**config.mk**
```make
export PLATFORM = sky130hd
export DESIGN_NAME = bnn_binarize_pack
export DESIGN_NICKNAME = d
export VERILOG_FILES = /design/src/rtl/bnn_binarize_pack.sv
export SDC_FILE = /design/constraint.sdc
export NUM_CORES = 1
export LEC_CHECK = 0
export CAP_MARGIN = 5
export CORE_UTILIZATION = 54
export CTS_CLUSTER_SIZE = 24
export DETAILED_ROUTE_END_ITERATION = 6
export GPL_TIMING_DRIVEN = 0
export PLACE_DENSITY = 0.82
export SYNTH_ARGS = -nofsm -noshare
export SYNTH_HDL_FRONTEND = slang
export SYNTH_SLANG_ARGS = --single-unit
```
**constraint.sdc**
```tcl
create_clock -name clk -period 3.3 [get_ports clk]
set_input_delay 0.66 -clock clk [delete_from_list [all_inputs] [get_ports clk]]
set_output_delay 0.66 -clock clk [all_outputs]
set_load 0.01 [all_outputs]
```
**src/rtl/bnn_binarize_pack.sv**
```systemverilog
// BNN neuron back end: accumulates NCHUNK popcounts per neuron, thresholds each sum to a
// sign bit and packs VWIDTH sign bits into one vector handed downstream with valid/ready.
module bnn_binarize_pack #(
    parameter int VWIDTH = 8,
    parameter int CWIDTH = 4,
    parameter int NCHUNK = 4,
    parameter int AWIDTH = 6
) (
    input  logic              clk,
    input  logic              rst,
    input  logic [CWIDTH-1:0] cnt_i,
    input  logic              cnt_valid,
    output logic              cnt_ready,
    input  logic [AWIDTH-1:0] thr_i,
    output logic [VWIDTH-1:0] vec_o,
    output logic              vec_valid,
    input  logic              vec_ready
);

    localparam int CTR_W = (NCHUNK > 1) ? $clog2(NCHUNK) : 1;
    localparam int IDX_W = (VWIDTH > 1) ? $clog2(VWIDTH) : 1;
    localparam logic [CTR_W-1:0] CTR_LAST = CTR_W'(NCHUNK - 1);
    localparam logic [IDX_W-1:0] IDX_LAST = IDX_W'(VWIDTH - 1);

    typedef enum logic {
        ST_ACC  = 1'b0,
        ST_FULL = 1'b1
    } state_t;

    state_t              state_q, state_d;
    logic [AWIDTH-1:0]   acc_q, acc_d;
    logic [CTR_W-1:0]    ctr_q, ctr_d;
    logic [IDX_W-1:0]    idx_q, idx_d;
    logic [VWIDTH-1:0]   pack_q, pack_d;
    logic [VWIDTH-1:0]   vec_q, vec_d;

    logic                accept;
    logic [AWIDTH:0]     sum;
    logic                sign_bit;
    logic [VWIDTH-1:0]   pack_with_bit;

    // Ready is forced low during reset so no chunk is taken while state is being cleared.
    assign cnt_ready = (state_q == ST_ACC) && !rst;
    assign vec_valid = (state_q == ST_FULL);
    assign vec_o     = vec_q;

    always_comb begin
        state_d       = state_q;
        acc_d         = acc_q;
        ctr_d         = ctr_q;
        idx_d         = idx_q;
        pack_d        = pack_q;
        vec_d         = vec_q;
        accept        = cnt_valid && cnt_ready;
        // One extra bit so an out-of-range count still compares correctly against thr_i.
        sum           = {1'b0, acc_q} + (AWIDTH + 1)'(cnt_i);
        sign_bit      = (sum >= {1'b0, thr_i});
        pack_with_bit = pack_q;
        pack_with_bit[idx_q] = sign_bit;

        case (state_q)
            ST_ACC: begin
                if (accept) begin
                    if (ctr_q == CTR_LAST) begin
                        acc_d = '0;
                        ctr_d = '0;
                        if (idx_q == IDX_LAST) begin
                            vec_d   = pack_with_bit;
                            pack_d  = '0;
                            idx_d   = '0;
                            state_d = ST_FULL;
                        end else begin
                            pack_d = pack_with_bit;
                            idx_d  = idx_q + IDX_W'(1);
                        end
                    end else begin
                        acc_d = sum[AWIDTH-1:0];
                        ctr_d = ctr_q + CTR_W'(1);
                    end
                end
            end
            ST_FULL: begin
                if (vec_ready) begin
                    state_d = ST_ACC;
                end
            end
            default: state_d = ST_ACC;
        endcase
    end

    always_ff @(posedge clk) begin
        if (rst) begin
            state_q <= ST_ACC;
            acc_q   <= '0;
            ctr_q   <= '0;
            idx_q   <= '0;
            pack_q  <= '0;
            vec_q   <= '0;
        end else begin
            state_q <= state_d;
            acc_q   <= acc_d;
            ctr_q   <= ctr_d;
            idx_q   <= idx_d;
            pack_q  <= pack_d;
            vec_q   <= vec_d;
        end
    end

endmodule

```
# Yosys cells after proc, flatten, opt, wreduce, memory -nomap -nowiden
# Cells that the tools add are included.
# Widths: inputs -> output; s select.
# op_classes
add_sub_neg	3
n_mul	0
n_div	0
order_cmp	3
n_eq_ne	2
shift	0
muxes	12
n_bitwise	1
reduce_logical	7
# op_table
cell	n
$bwmux 8	1
$mux 8	1
$add 6x4->7	1
$ge 7x6->1	1
$mux 6	1
$mux 1	5
$lt 3x4->1 const B	1
$reduce_and 4->1	1
$add 3x1->3 const B	1
$demux 1 s3	1
$eq 3x3->1 const B	1
$ge 3x1->1 const B	1
$logic_and 1x1->1	3
$mux 3	1
$reduce_and 3->1	1
$add 2x1->2 const B	1
$eq 2x2->1 const B	1
$mux 2	1
$pmux 1 s2	1
$reduce_and 2->1	1
$logic_not 1->1	1
$not 1->1	1
# totals
regBits	28
latch_bits	0
mem_bits_rw	0
rom_bits	0
in_bits	14
output_inout_bits	10
word_cells	34
mem_count	0

# Logic depth before layout (Yosys ltp)
# depth
depth_word	6
mapped_depth	13
mapped_depth_nobuf	12

# Worst setup path before layout
# No wires, ideal clock.
# synth_timing
path_kind	input port to flip-flop
from	input port cnt_i[0]
to	register pack_q[0]
arrival_time_ns	2.904
t_required_ns	3.162
slack_ns	0.257
path_stages	13
n_path_buf	1
path_cell_list	ha_1 inv_1 fa_1 nand2b_2 a21oi_4 xor2_1 ha_1 a21oi_1 nor2b_1 a311oi_4 and2_1 buf_6 o41ai_4
# synth_via
elab_chain_cells	4
# synth_rtl
item	line_no	rtl
from (decl)	11	input logic [CWIDTH-1:0] cnt_i,
$add 6x4->7	56	sum = {1'b0, acc_q} + (AWIDTH + 1)'(cnt_i);
$ge 7x6->1	57	sign_bit = (sum >= {1'b0, thr_i});
$bwmux 8	59	pack_with_bit[idx_q] = sign_bit;
$mux 8	67	if (idx_q == IDX_LAST) begin
to (signal assigned)	104	pack_q <= pack_d;
to (decl)	34	logic [VWIDTH-1:0] pack_q, pack_d;
# Every way passes these cells.
# A chain may end at the register's enable or synchronous reset.

# Final worst setup path
# layout_timing
from	input port cnt_i[0]
to	register vec_q[7] (netlist: vec_o[7])
# layout_via
elab_chain_cells	3
# layout_rtl
item	line_no	rtl
$add 6x4->7	56	
$ge 7x6->1	57	
$bwmux 8	59	
to (signal assigned)	105	vec_q <= vec_d;
to (decl)	35	logic [VWIDTH-1:0] vec_q, vec_d;
# Every way passes these cells.

==> flow_summary.ini <==
[grt]
grt_pass1_wl_um = 6220
overflow = 0
first_global_vias = 1346
grt_max_degree = 17
antenna_found_initial = 0
grt_use_total_pct = 23.2

[timing]
hold_viol = 0
setup_viol = 0
max-slew-margin-rel_pct = 60.7
tightest_slew_ns = 0.590
final.setup.worst_slack_ns = 0.131
final_max_slew_viol_count = 0
period_share_pct = 96.0
skew_ns = 0.00915
period_needed_ns = 3.17
fmax_ghz = 0.316
setup_tns_ns = 0

[synthesis]
ys_seq_area_share_pct = 31.8
ys_seq_elements = 28
synthDistinctLibCells = 41
synth_edf_count = 0
syn_avg_cell_area_sq_um = 8.68
syn_area_sq_mm = 0.00176
async_reset_ff_share_pct = 0
yosys_most_used_dff = dfxtp_1
syn_nets = 231
yosys_warnings = 0
netlist_instances = 203

[place]
port-buffer-count = 22
place_ws_ns = -0.433
hpwl_um = 2690
gp_routability_congestion = 0.803

[floorplan]
die_h_um = 59.1
die_w_um = 59.1
start_util_pct = 57.3
dieArea_sq_mm = 0.00350
io_pins = 24
rows = 20
coreArea_sq_mm = 0.00308

[critical_path]
ff2ff_setup_slack_ns = 0.55
worstRegToRegCells = 12
arrival_ns = 3.42
worstSetupStartpointType = primary input
path_class = in -> reg
cp-end-kind = flop
crit_required_ns = 3.55
r2r-start = acc_q[0]
crit_path_max_fanout = 8
rr_endpoint = vec_o[7]

[detailed_routing]
vias = 1537
avgRoutedWirePerCell_um = 13.7
drtIter0Drc = 79
drt-pass1-iter-count = 4
routed_wirelength_um = 3750
drc = 0
via_per_inst = 5.61
antenna_left = 0

[hold_path]
holdPathStages = 2
holdPathEnd = pack_q[3]
hold_start = pack_q[3]
min_path_type = reg -> reg

[clock_tree]
tritoncts = yes
hold_buffers = 0
clk_latency_ns = 0.34
cts_buffers = 3
clk_pin_slew_ns = 0.16
htreeDepth = 1
cts-root-buf = clkbuf_4
cts.sinks = 28
clockBufferDepth = 2

[outcome]
status = completed

[pwr]
finalPower_mw = 0.693
p_leak_nw = 0.868
peakVddDrop_v = 0.000177
p_per_area_mw_per_mm2 = 329

[finish]
drive_above_1_share_pct = 11.3
nets = 259
fillers = 276
syn_to_final_growth_pct = 19.4
diodes = 0

[job]
drv_cap = 0
## layer usage
metal | vias up | part of all wire (%) | global-route usage [%] | wire length, um
met5 | - | 0 | 0 | 0
met4 | 0 | 0.83 | 5.44 | 31
met3 | 4 | 3.6 | 2.18 | 135
met2 | 29 | 47 | 37.3 | 1750
met1 | 729 | 49 | 33.4 | 1830
li1 | 775 | - | - | -
## kinds of logic after synthesis
| group | synth area share (%) |
|---|---|
| AO/OA/AOI/OAI | 25.0 |
| XOR/XNOR | 1.99 |
| adder cells (fa/ha/maj) | 10.4 |
| buffers and inverters | 7.10 |
| flip-flops | 31.8 |
| AND/OR/NAND/NOR | 23.8 |
## placed cells by master (no fill, tap or decap), types with 2 or more instances in the layout
master and count:
a21oi_1 22, and2_1 2, and3_1 4, buf_4 2
buf_6 3, clkbuf_1 8, clkbuf_4 3, clkdlybuf4s50_1 22
dfxtp_1 28, ha_1 13, inv_1 12, nand2_1 14
nand3_1 6, nand3b_1 8, nor2_1 21, nor2b_1 3
nor3_1 4, nor3b_1 4, o21ai_0 13, o2bb2ai_1 6
o41ai_2 5, xor2_1 3
## repair_timing
item	4_1_cts	5_1_grt
gates resized for setup	0	3
cloned	0	0
setup endpoints to repair	11	16
buffers inserted	1	2
pin swaps	2	4
## cells in the mapped netlist (4+ instances only)
cell type  instances  area share [%]
nand2_1           14             3.0
inv_1             12             2.6
nor3b_1            4             1.7
a21oi_1           22             6.2
ha_1              13             9.2
clkbuf_1           8             1.7
buf_6              4             2.6
o21ai_0           13             3.7
nand3b_1           8             3.4
dfxtp_1           28              32
o2bb2ai_1          6             3.0
nand3_1            6             1.7
and3_1             4             1.4
nor2_1            21             4.5
o41ai_2            5             4.6
nor3_1             4             1.1
## worst max-delay path, cell delays in order
cell and delay [ns]:
clkdlybuf4s50_1 0.46, ha_1 0.17, inv_1 0.06, fa_2 0.35, nand2b_4 0.16, a21oi_4 0.16, xor2_1 0.17, ha_1 0.26
a21oi_1 0.13, nor2b_1 0.08, a311oi_4 0.32, a211oi_4 0.17, a41o_1 0.27
## worst max-delay path by stage
stage	slack, ns	endpoint	startpoint	cells after the start
after global placement	-0.38	pack_q[0]	cnt_i[0]	14
final	0.13	vec_o[7]	cnt_i[0]	13
after global routing	-0.003	pack_q[7]	cnt_i[0]	13
after floorplan	0.26	pack_q[0]	cnt_i[0]	13
after detailed placement	-0.43	pack_q[2]	cnt_i[0]	14
after CTS	0.03	vec_o[7]	cnt_i[0]	13
## stage by stage
stage          cells  area [sq um]  util, %  hold WS [ns]
2_1_floorplan    203          1760        -         0.436
3_3_place_gp     269          2040     66.2         0.461
3_5_place_dp     269          2040     66.2         0.464
4_1_cts          274          2100     68.2         0.489
5_1_grt          274          2100     68.4         0.508
6_report         274          2100     68.4         0.484
## registers in the layout, summed over array words and instances, names as in the netlist
signal	count
pack_q	8
vec_o	8
acc_q	6
idx_q	3
ctr_q	2
vec_valid	1
## power breakdown
group	total [mW]	leakage [nW]	internal (mW)	switching, mW
Clock	0.233	0.0279	0.123	0.110
Combinational	0.113	0.614	0.0519	0.0615
Sequential	0.347	0.226	0.344	0.00368
Total	0.693	0.868	0.518	0.175
## cell type report
| cell class | instances | area [sq um] | share of cell area, % |
|---|---|---|---|
| clock inverter | 1 | 30.0 | 1.43 |
| multi-input combinational | 150 | 1090 | 51.7 |
| sequential | 28 | 561 | 26.6 |
| inverter | 12 | 45.0 | 2.14 |
| buffer | 12 | 68.8 | 3.27 |
| clock buffer | 3 | 22.5 | 1.07 |
| timing repair buffer | 24 | 235 | 11.2 |
| tap | 44 | 55.1 | 2.62 |
Power figures use the tool's default switching activity.
